$ cat config.mk
export PLATFORM = sky130hd
export DESIGN_NAME = i2c_cmd_sequencer
export DESIGN_NICKNAME = d
export VERILOG_FILES = /design/src/rtl/i2c_cmd_sequencer.sv
export SDC_FILE = /design/constraint.sdc
export NUM_CORES = 1
export LEC_CHECK = 0
export BUFFER_PORTS_ARGS = -buffer_cell sky130_fd_sc_hd__buf_4
export CAP_MARGIN = 20
export CORE_MARGIN = 2
export CORE_UTILIZATION = 57
export CTS_CLUSTER_SIZE = 40
export DETAILED_ROUTE_END_ITERATION = 6
export GPL_ROUTABILITY_DRIVEN = 1
export GPL_TIMING_DRIVEN = 0
export PLACE_DENSITY = 0.77
export SLEW_MARGIN = 20
export SYNTH_ARGS = -nofsm -noshare
export SYNTH_HDL_FRONTEND = slang
export SYNTH_SLANG_ARGS = --single-unit
$ cat constraint.sdc
create_clock -name clk -period 3.5 [get_ports clk]
set_clock_uncertainty 0.05 [all_clocks]
set_input_delay 0.7 -clock clk [delete_from_list [all_inputs] [get_ports clk]]
set_output_delay 0.7 -clock clk [all_outputs]
set_load 0.03 [all_outputs]
$ cat src/rtl/i2c_cmd_sequencer.sv
// Command front-end for the I2C master: queues requests in a small FIFO,
// issues them one at a time, retries on NACK, guards against a hung master
// and hands back a held response.
module i2c_cmd_sequencer #(
    parameter int DEPTH    = 4,
    parameter int RETRIES  = 2,
    parameter int START_TO = 15,
    parameter int DONE_TO  = 255
) (
    input  logic                     clk,
    input  logic                     rst,
    input  logic                     cmd_valid,
    output logic                     cmd_ready,
    input  logic [6:0]               cmd_addr,
    input  logic [4:0]               cmd_mem,
    input  logic                     cmd_rw,
    input  logic [7:0]               cmd_data,
    output logic                     rsp_valid,
    input  logic                     rsp_ready,
    output logic [7:0]               rsp_data,
    output logic                     rsp_nack,
    output logic                     rsp_timeout,
    output logic [1:0]               rsp_tries,
    output logic                     m_en,
    output logic [6:0]               m_addr,
    output logic [4:0]               m_mem_addr,
    output logic                     m_rw,
    output logic [7:0]               m_data_wr,
    input  logic [7:0]               m_data_rd,
    input  logic                     m_ack_err,
    input  logic                     m_busy,
    output logic [$clog2(DEPTH):0]   fifo_level,
    output logic                     idle
);
    localparam int AW   = $clog2(DEPTH);
    localparam int LW   = AW + 1;
    localparam int TMAX = (START_TO > DONE_TO) ? START_TO : DONE_TO;
    localparam int TW   = $clog2(TMAX + 1);
    localparam int EW   = 21;

    typedef enum logic [2:0] {
        S_IDLE      = 3'd0,
        S_ISSUE     = 3'd1,
        S_WAIT_BUSY = 3'd2,
        S_WAIT_DONE = 3'd3,
        S_CHECK     = 3'd4,
        S_GAP       = 3'd5,
        S_RESP      = 3'd6
    } state_t;

    state_t          r_state;
    state_t          w_next;
    logic [EW-1:0]   r_mem [DEPTH];
    logic [AW-1:0]   r_wptr;
    logic [AW-1:0]   r_rptr;
    logic [LW-1:0]   r_level;
    logic [TW-1:0]   r_timer;
    logic [1:0]      r_tries;
    logic            r_to;
    logic            r_m_en;
    logic [6:0]      r_m_addr;
    logic [4:0]      r_m_mem;
    logic            r_m_rw;
    logic [7:0]      r_m_data;
    logic            r_rsp_valid;
    logic [7:0]      r_rsp_data;
    logic            r_rsp_nack;
    logic            r_rsp_timeout;
    logic [1:0]      r_rsp_tries;

    logic            w_cmd_ready;
    logic            w_empty;
    logic            w_push;
    logic            w_pop;
    logic            w_tmr_clr;
    logic            w_tmr_inc;
    logic            w_try_inc;
    logic            w_set_to;

    assign w_cmd_ready = (r_level != LW'(DEPTH));
    assign w_empty     = (r_level == '0);
    assign w_push      = cmd_valid && w_cmd_ready;

    // FSM state register.
    always_ff @(posedge clk or negedge rst) begin
        if (!rst) begin
            r_state <= S_IDLE;
        end else begin
            r_state <= w_next;
        end
    end

    // Next-state decode plus the one-cycle control strobes for the datapath.
    // A new attempt is only launched while the master reports idle, which also
    // covers the case where a previous transaction timed out on a hung master.
    always_comb begin
        w_next    = r_state;
        w_pop     = 1'b0;
        w_tmr_clr = 1'b0;
        w_tmr_inc = 1'b0;
        w_try_inc = 1'b0;
        w_set_to  = 1'b0;
        case (r_state)
            S_IDLE: begin
                if (!w_empty && !r_rsp_valid && !m_busy) begin
                    w_next = S_ISSUE;
                    w_pop  = 1'b1;
                end else begin
                    w_next = S_IDLE;
                end
            end
            S_ISSUE: begin
                w_next    = S_WAIT_BUSY;
                w_tmr_clr = 1'b1;
            end
            S_WAIT_BUSY: begin
                if (m_busy) begin
                    w_next    = S_WAIT_DONE;
                    w_tmr_clr = 1'b1;
                end else if (r_timer == TW'(START_TO - 1)) begin
                    w_next   = S_RESP;
                    w_set_to = 1'b1;
                end else begin
                    w_tmr_inc = 1'b1;
                end
            end
            S_WAIT_DONE: begin
                if (!m_busy) begin
                    w_next = S_CHECK;
                end else if (r_timer == TW'(DONE_TO - 1)) begin
                    w_next   = S_RESP;
                    w_set_to = 1'b1;
                end else begin
                    w_tmr_inc = 1'b1;
                end
            end
            S_CHECK: begin
                if (m_ack_err && (r_tries < 2'(RETRIES))) begin
                    w_next    = S_GAP;
                    w_try_inc = 1'b1;
                end else begin
                    w_next = S_RESP;
                end
            end
            S_GAP: begin
                if (!m_busy) begin
                    w_next = S_ISSUE;
                end else begin
                    w_next = S_GAP;
                end
            end
            S_RESP: begin
                w_next = S_IDLE;
            end
            default: begin
                w_next = S_IDLE;
            end
        endcase
    end

    // FIFO storage; contents need no reset because the level gates every read.
    always_ff @(posedge clk) begin
        if (w_push) begin
            r_mem[r_wptr] <= {cmd_addr, cmd_mem, cmd_rw, cmd_data};
        end
    end

    // FIFO pointers and occupancy; pointers wrap naturally at DEPTH.
    always_ff @(posedge clk or negedge rst) begin
        if (!rst) begin
            r_wptr  <= '0;
            r_rptr  <= '0;
            r_level <= '0;
        end else begin
            if (w_push) begin
                r_wptr <= r_wptr + AW'(1);
            end
            if (w_pop) begin
                r_rptr <= r_rptr + AW'(1);
            end
            case ({w_push, w_pop})
                2'b10:   r_level <= r_level + LW'(1);
                2'b01:   r_level <= r_level - LW'(1);
                default: r_level <= r_level;
            endcase
        end
    end

    // Attempt bookkeeping: watchdog timer, retry count and timeout flag.
    always_ff @(posedge clk or negedge rst) begin
        if (!rst) begin
            r_timer <= '0;
            r_tries <= 2'd0;
            r_to    <= 1'b0;
        end else begin
            if (w_tmr_clr) begin
                r_timer <= '0;
            end else if (w_tmr_inc) begin
                r_timer <= r_timer + TW'(1);
            end
            if (w_pop) begin
                r_tries <= 2'd0;
                r_to    <= 1'b0;
            end else begin
                if (w_try_inc) begin
                    r_tries <= r_tries + 2'd1;
                end
                if (w_set_to) begin
                    r_to <= 1'b1;
                end
            end
        end
    end

    // Master-side request: fields latch on pop and persist; enable is a 1-cycle strobe.
    always_ff @(posedge clk or negedge rst) begin
        if (!rst) begin
            r_m_en   <= 1'b0;
            r_m_addr <= 7'd0;
            r_m_mem  <= 5'd0;
            r_m_rw   <= 1'b0;
            r_m_data <= 8'd0;
        end else begin
            r_m_en <= (w_next == S_ISSUE);
            if (w_pop) begin
                {r_m_addr, r_m_mem, r_m_rw, r_m_data} <= r_mem[r_rptr];
            end
        end
    end

    // Response holding register; loaded in RESP, released on rsp_ready.
    always_ff @(posedge clk or negedge rst) begin
        if (!rst) begin
            r_rsp_valid   <= 1'b0;
            r_rsp_data    <= 8'd0;
            r_rsp_nack    <= 1'b0;
            r_rsp_timeout <= 1'b0;
            r_rsp_tries   <= 2'd0;
        end else if (r_state == S_RESP) begin
            r_rsp_valid   <= 1'b1;
            r_rsp_timeout <= r_to;
            r_rsp_nack    <= !r_to && m_ack_err;
            r_rsp_tries   <= r_tries;
            r_rsp_data    <= (!r_to && !m_ack_err && !r_m_rw) ? m_data_rd : 8'h00;
        end else if (r_rsp_valid && rsp_ready) begin
            r_rsp_valid <= 1'b0;
        end
    end

    assign cmd_ready   = w_cmd_ready;
    assign fifo_level  = r_level;
    assign idle        = w_empty && (r_state == S_IDLE) && !r_rsp_valid;
    assign m_en        = r_m_en;
    assign m_addr      = r_m_addr;
    assign m_mem_addr  = r_m_mem;
    assign m_rw        = r_m_rw;
    assign m_data_wr   = r_m_data;
    assign rsp_valid   = r_rsp_valid;
    assign rsp_data    = r_rsp_data;
    assign rsp_nack    = r_rsp_nack;
    assign rsp_timeout = r_rsp_timeout;
    assign rsp_tries   = r_rsp_tries;
endmodule

[Yosys cells after proc, flatten, opt, wreduce, memory -nomap -nowiden]
Memory sizes are Yosys's and may differ from the RTL's. A register that Yosys moved wholly into a read port is not among the register bits.
Cells that the tools add are included.
Word-level totals
  RAM bits: 84
  memories kept: 1
  logic and storage cells: 93
  output and inout bits: 40
  flip-flop bits (word level): 35
  input bits: 35
Operators by class
  equality and inequality tests: 12
  add/subtract/negate cells: 6
  multiplexer cells: 36
  magnitude comparators: 1
  reductions and logical operators: 24
Memory list
  r_mem: depth 4, bits a word 21, read ports 1, clocked after memory_dff 1, wr ports 1, RTL line 53  | logic [EW-1:0] r_mem [DEPTH];
Operators by type and width (number)
  $mux W8: 3
  $mux W1: 20
  $pmux W3 S6: 1
  $mux W3: 5
  $logic_and A1 B1 Y1: 10
  $reduce_bool A2 Y1: 5
  $eq A3 B3 Y1 const B: 3
  $add A8 B1 Y8 const B: 1
  $eq A8 B4 Y1 const B: 1
  $eq A8 B8 Y1 const B: 1
  $logic_not A1 Y1: 7
  $add A2 B1 Y2 const B: 3
  $eq A3 B1 Y1 const B: 2
  $eq A3 B2 Y1 const B: 2
  $logic_not A3 Y1: 2
  $mux W2: 3
  $pmux W1 S2: 3
  $pmux W3 S2: 1
  $add A3 B1 Y3 const B: 1
  $ne A3 B3 Y1 const B: 1
  $sub A3 B1 Y3 const B: 1
  $eq A2 B1 Y1 const B: 1
  $eq A2 B2 Y1 const B: 1
  $lt A2 B2 Y1 const B: 1

[Longest topological paths before layout]
  word-level depth: 8
  gate-level depth with buffers: 10
  gate-level depth less buffers: 10

[Least setup slack after synthesis]
No wires, ideal clock.
  path type: register to register
  from: register r_rsp_valid, in the netlist rsp_valid
  to: register r_level[2], in the netlist fifo_level[2]
  buffers on the path: 1
  data arrival time: 2620 ps
  setup time: 80 ps
  data required time: 3370 ps
  cell stages (with the launch flop): 10
  slack: 749 ps
  cells stage by stage: dfrtp_1 -> or4_4 -> nor3_4 -> buf_6 -> ha_1 -> inv_1 -> fa_1 -> xor2_1 -> nor2_1 -> xor2_1
On the way
  cells in the longest elaborated chain, start to end: 7
  elaborated cells on any way between the ends: 9
RTL lines
  start, declared: RTL line 65  | logic r_rsp_valid;
  start signal, assigned: RTL line 234  | r_rsp_valid <= 1'b0;
  start signal, assigned: RTL line 240  | r_rsp_valid <= 1'b1;
  start signal, assigned: RTL line 246  | r_rsp_valid <= 1'b0;
  $logic_not A1 Y1 (*): RTL line 105  | if (!w_empty && !r_rsp_valid && !m_busy) begin
  $logic_and A1 B1 Y1 (*) (2 in series): RTL line 105
  $mux W1 (*): RTL line 105
  $mux W1 (*): RTL line 103  | case (r_state)
  net w_pop: RTL line 74  | logic w_pop;
  $eq A2 B1 Y1 / $eq A2 B2 Y1 (equally long branches): RTL line 181  | case ({w_push, w_pop})
  $pmux W3 S2 / $reduce_bool A2 Y1 (equally long branches)
  end signal, assigned: RTL line 182  | 2'b10: r_level <= r_level + LW'(1);
  end signal, assigned: RTL line 183  | 2'b01: r_level <= r_level - LW'(1);
  end signal, assigned: RTL line 184  | default: r_level <= r_level;
  end, declared: RTL line 56  | logic [LW-1:0] r_level;
The timed path passes the listed nets; every way through them passes the cells marked *.
A chain may end at the register's enable or synchronous reset.

[Final worst setup path]
  from: register r_state[0]
  to: register r_level[2], in the netlist fifo_level[2]
On the way
  cells in the longest elaborated chain, start to end: 4
  elaborated cells on any way between the ends: 6
RTL lines
  start, declared: RTL line 51  | state_t r_state;
  start signal, assigned: RTL line 89  | r_state <= w_next;
  $logic_not A3 Y1 (*): RTL line 103
  $mux W1 (*): RTL line 103
  net w_pop: RTL line 74
  $eq A2 B1 Y1 / $eq A2 B2 Y1 (equally long branches): RTL line 181
  $pmux W3 S2 / $reduce_bool A2 Y1 (equally long branches)
Marked as above.

==> metrics.csv <==
metric,value,unit
Pint,4.382,mW
routed wire length,10.17,mm
chip width,103.0,um
RSZ-0062 raised after global routing,no,
Multi-input gate area,1555,um^2
Setup WS post-layout,476.7,ps
layout cells sized above 1,39.19,%
slowest cell on the critical path,nor3_4,
max_cap viols,0,
Hold Path Class,input pin to async pin,
clock-pin slew on the worst setup and hold paths,60,ps
Buf/Inv on CP,3,
DP Worst Slack,443.0,ps
DP Area,6302,um^2
H-Tree Level Count,4,
Clk pwr share,28.9,%
Synth Instances,316,
Worst R2R Path Depth,10,
worst hold margin,196.0,ps
count of cells resized by post-cts repair,0,
final core occ,71.88,%
Least-Margin Pin Slew,891.6,ps
"setup slack, reg-to-reg",480,ps
Worst Path Arrival,3410,ps
Async SR Flop Fraction,40.00,%
library cells used by synthesis,49,
Die H,103.0,um
Reg power frac,38.1,%
most frequent cells in the layout,"edfxtp_1, buf_4, dfrtp_1",
Layout Cells excl Fill,554,
initial antenna violation count,0,
Post-CTS Setup Bufs,0,
number of global-route vias before repair,3172,
"Worst Path Class, Setup",flip-flop to flip-flop,
Final setup viols,0,
first-pass GRT wire length,16.02,mm
CP peak stage delay,540,ps
ANT cells,0,
Post-Syn Area,5585,um^2
Syn Nets,359,
worst skew pair latency,520,ps
Yosys Warn Count,0,
"commonest non-fill, non-tap cell in the layout",edfxtp_1,
CP max FO,10,
# fillers,620,
Yosys reg bits,140,
Ports,75,
PD cells,924.6,nW/um^2
crit path capture type,flip-flop,
sequential area share after synthesis,70.25,%
GRT Overall Usage,20.98,%
RR Endpoint,fifo_level[2],
switch share,31.59,%
TritonCTS clock tree,built,
Post-synth EDFFs,84,
fin crit period,3023,ps
Num CTS Buffers,17,
f_max,330.8,MHz
Net Sw Power,2.024,mW
Congestion Overflow GR,0,
Syn Area/Cell,17.68,um^2
# placed instances,522,
cell depth of the worst setup path,10,
pin count of the biggest net entering global routing,57,
via count,3125,
CTS max path bufs,2,
Final #Nets,451,
cell family with the largest share of critical-path delay,simple AND/OR/NAND/NOR gates,
Comb power frac,32.9,%
final cycle utilization of the critical path,86.38,%
Final Hold Viols,0,
Worst Setup EP,fifo_level[2],
worst r2r src,r_state[0],
core area,9639,um^2
Port Buf Inserts,73,
outcome,"complete, no violations",
Rows,36,
Final HPWL DP,6.244,mm
Final TNS setup,0,ps
Rel. slew slack,40.56,%
required time worst endpoint,3890,ps
die area,10610,um^2
DRT iter0 DRCs,197,
worst vdd ir,0.5704,mV
Antenna Nets Post-Route,0,
initial core utilization,57.94,%
Static Leakage,2.812,nW
Area Growth Syn to Fin,24.06,%
Startpoint Class,flip-flop,
Main synth FF type,edfxtp_1,
Vias/cell,5.641,
Avg WL per Cell,18.36,um
register area,3924,um^2
routability cong.,0.7789,
Root Buffer,clkbuf_8,
Worst Setup SP,r_state[0],
First-pass DRT Iterations,4,
total power draw,6.407,mW
Residual DRC,0,
Post-Layout Inst Area,6929,um^2
hold_buf cts,0,
clock sink count,140,
CP Cell Sequence,"buf_6, or4_4, nor3_4, buf_6, ha_1, inv_1, fa_1, xor2_1, nor2_1, xor2_1",
Slew Limit Fails,0,
## how the worst min path moves through the flow
stage | cells after the start | endpoint
after floorplan | 0 | fifo_level[0]
after global placement | 2 | rsp_nack
after detailed placement | 2 | rsp_nack
after CTS | 1 | rsp_valid
after global routing | 1 | rsp_valid
final | 1 | rsp_valid
## power by group through the flow
stage               registers (mW)  clock network [mW]  logic, mW
floorplan                     2.79                   0       1.11
global placement              2.45                   0       2.06
detailed placement            2.47                   0       2.12
finish                        2.44                1.85       2.11
global route                  2.49                1.95       2.27
CTS                           2.45                1.88       2.14
## cells in the mapped netlist (5+ instances only)
master	count	area share, %
clkbuf_1	6	0.40
inv_1	9	0.60
o21ai_0	5	0.45
nand2_1	13	0.87
a22o_1	8	1.3
dfrtp_1	56	25
mux4_2	21	8.5
edfxtp_1	84	45
nand2b_1	6	0.67
nor2_1	7	0.47
mux2i_1	9	1.6
ha_1	7	1.6
and3_1	7	0.78
mux2_2	25	5.0
## flip-flops by register name (all words and copies together), names as in the netlist, 2 cells and up
| signal | count |
|---|---|
| r_wptr | 2 |
| m_addr | 7 |
| r_mem | 84 |
| r_state | 3 |
| rsp_tries | 2 |
| r_rptr | 2 |
| rsp_data | 8 |
| m_mem_addr | 5 |
| r_timer | 8 |
| r_tries | 2 |
| fifo_level | 3 |
| m_data_wr | 8 |
## layout make-up
cell class                      count  area share (%)
Sequential cell                   140           56.63
Multi-Input combinational cell    152           22.44
Timing Repair Buffer               73           7.909
Clock buffer                       18           6.031
Clock inverter                     14           2.889
Tap cell                          133           2.402
Buffer                             15           1.210
Inverter                            9          0.4875
## logic make-up (layout without fill, tap and decap cells)
group / Yosys count / after routing / share of synthesized area [%]
AOI/OAI and AO/OA: 30 / 30 / 4.234
xor gates and xnor gates: 7 / 7 / 1.098
adders and majority gates: 8 / 8 / 1.926
buffers and inverters: 24 / 129 / 2.106
DFF: 140 / 140 / 70.25
muxes: 55 / 55 / 15.12
and+or+nand+nor: 52 / 52 / 5.265
## layer usage
layer / part of all wire [%] / track usage [%] / wire, um / vias up
li1: - / - / - / 1404
met1: 41 / 25.78 / 4161 / 1596
met2: 52 / 34.52 / 5270 / 107
met3: 5.4 / 5.559 / 554 / 18
met4: 1.8 / 10.83 / 185 / 0
met5: 0 / 0 / 0 / -
Note: power is estimated with default switching activity, not from simulation.
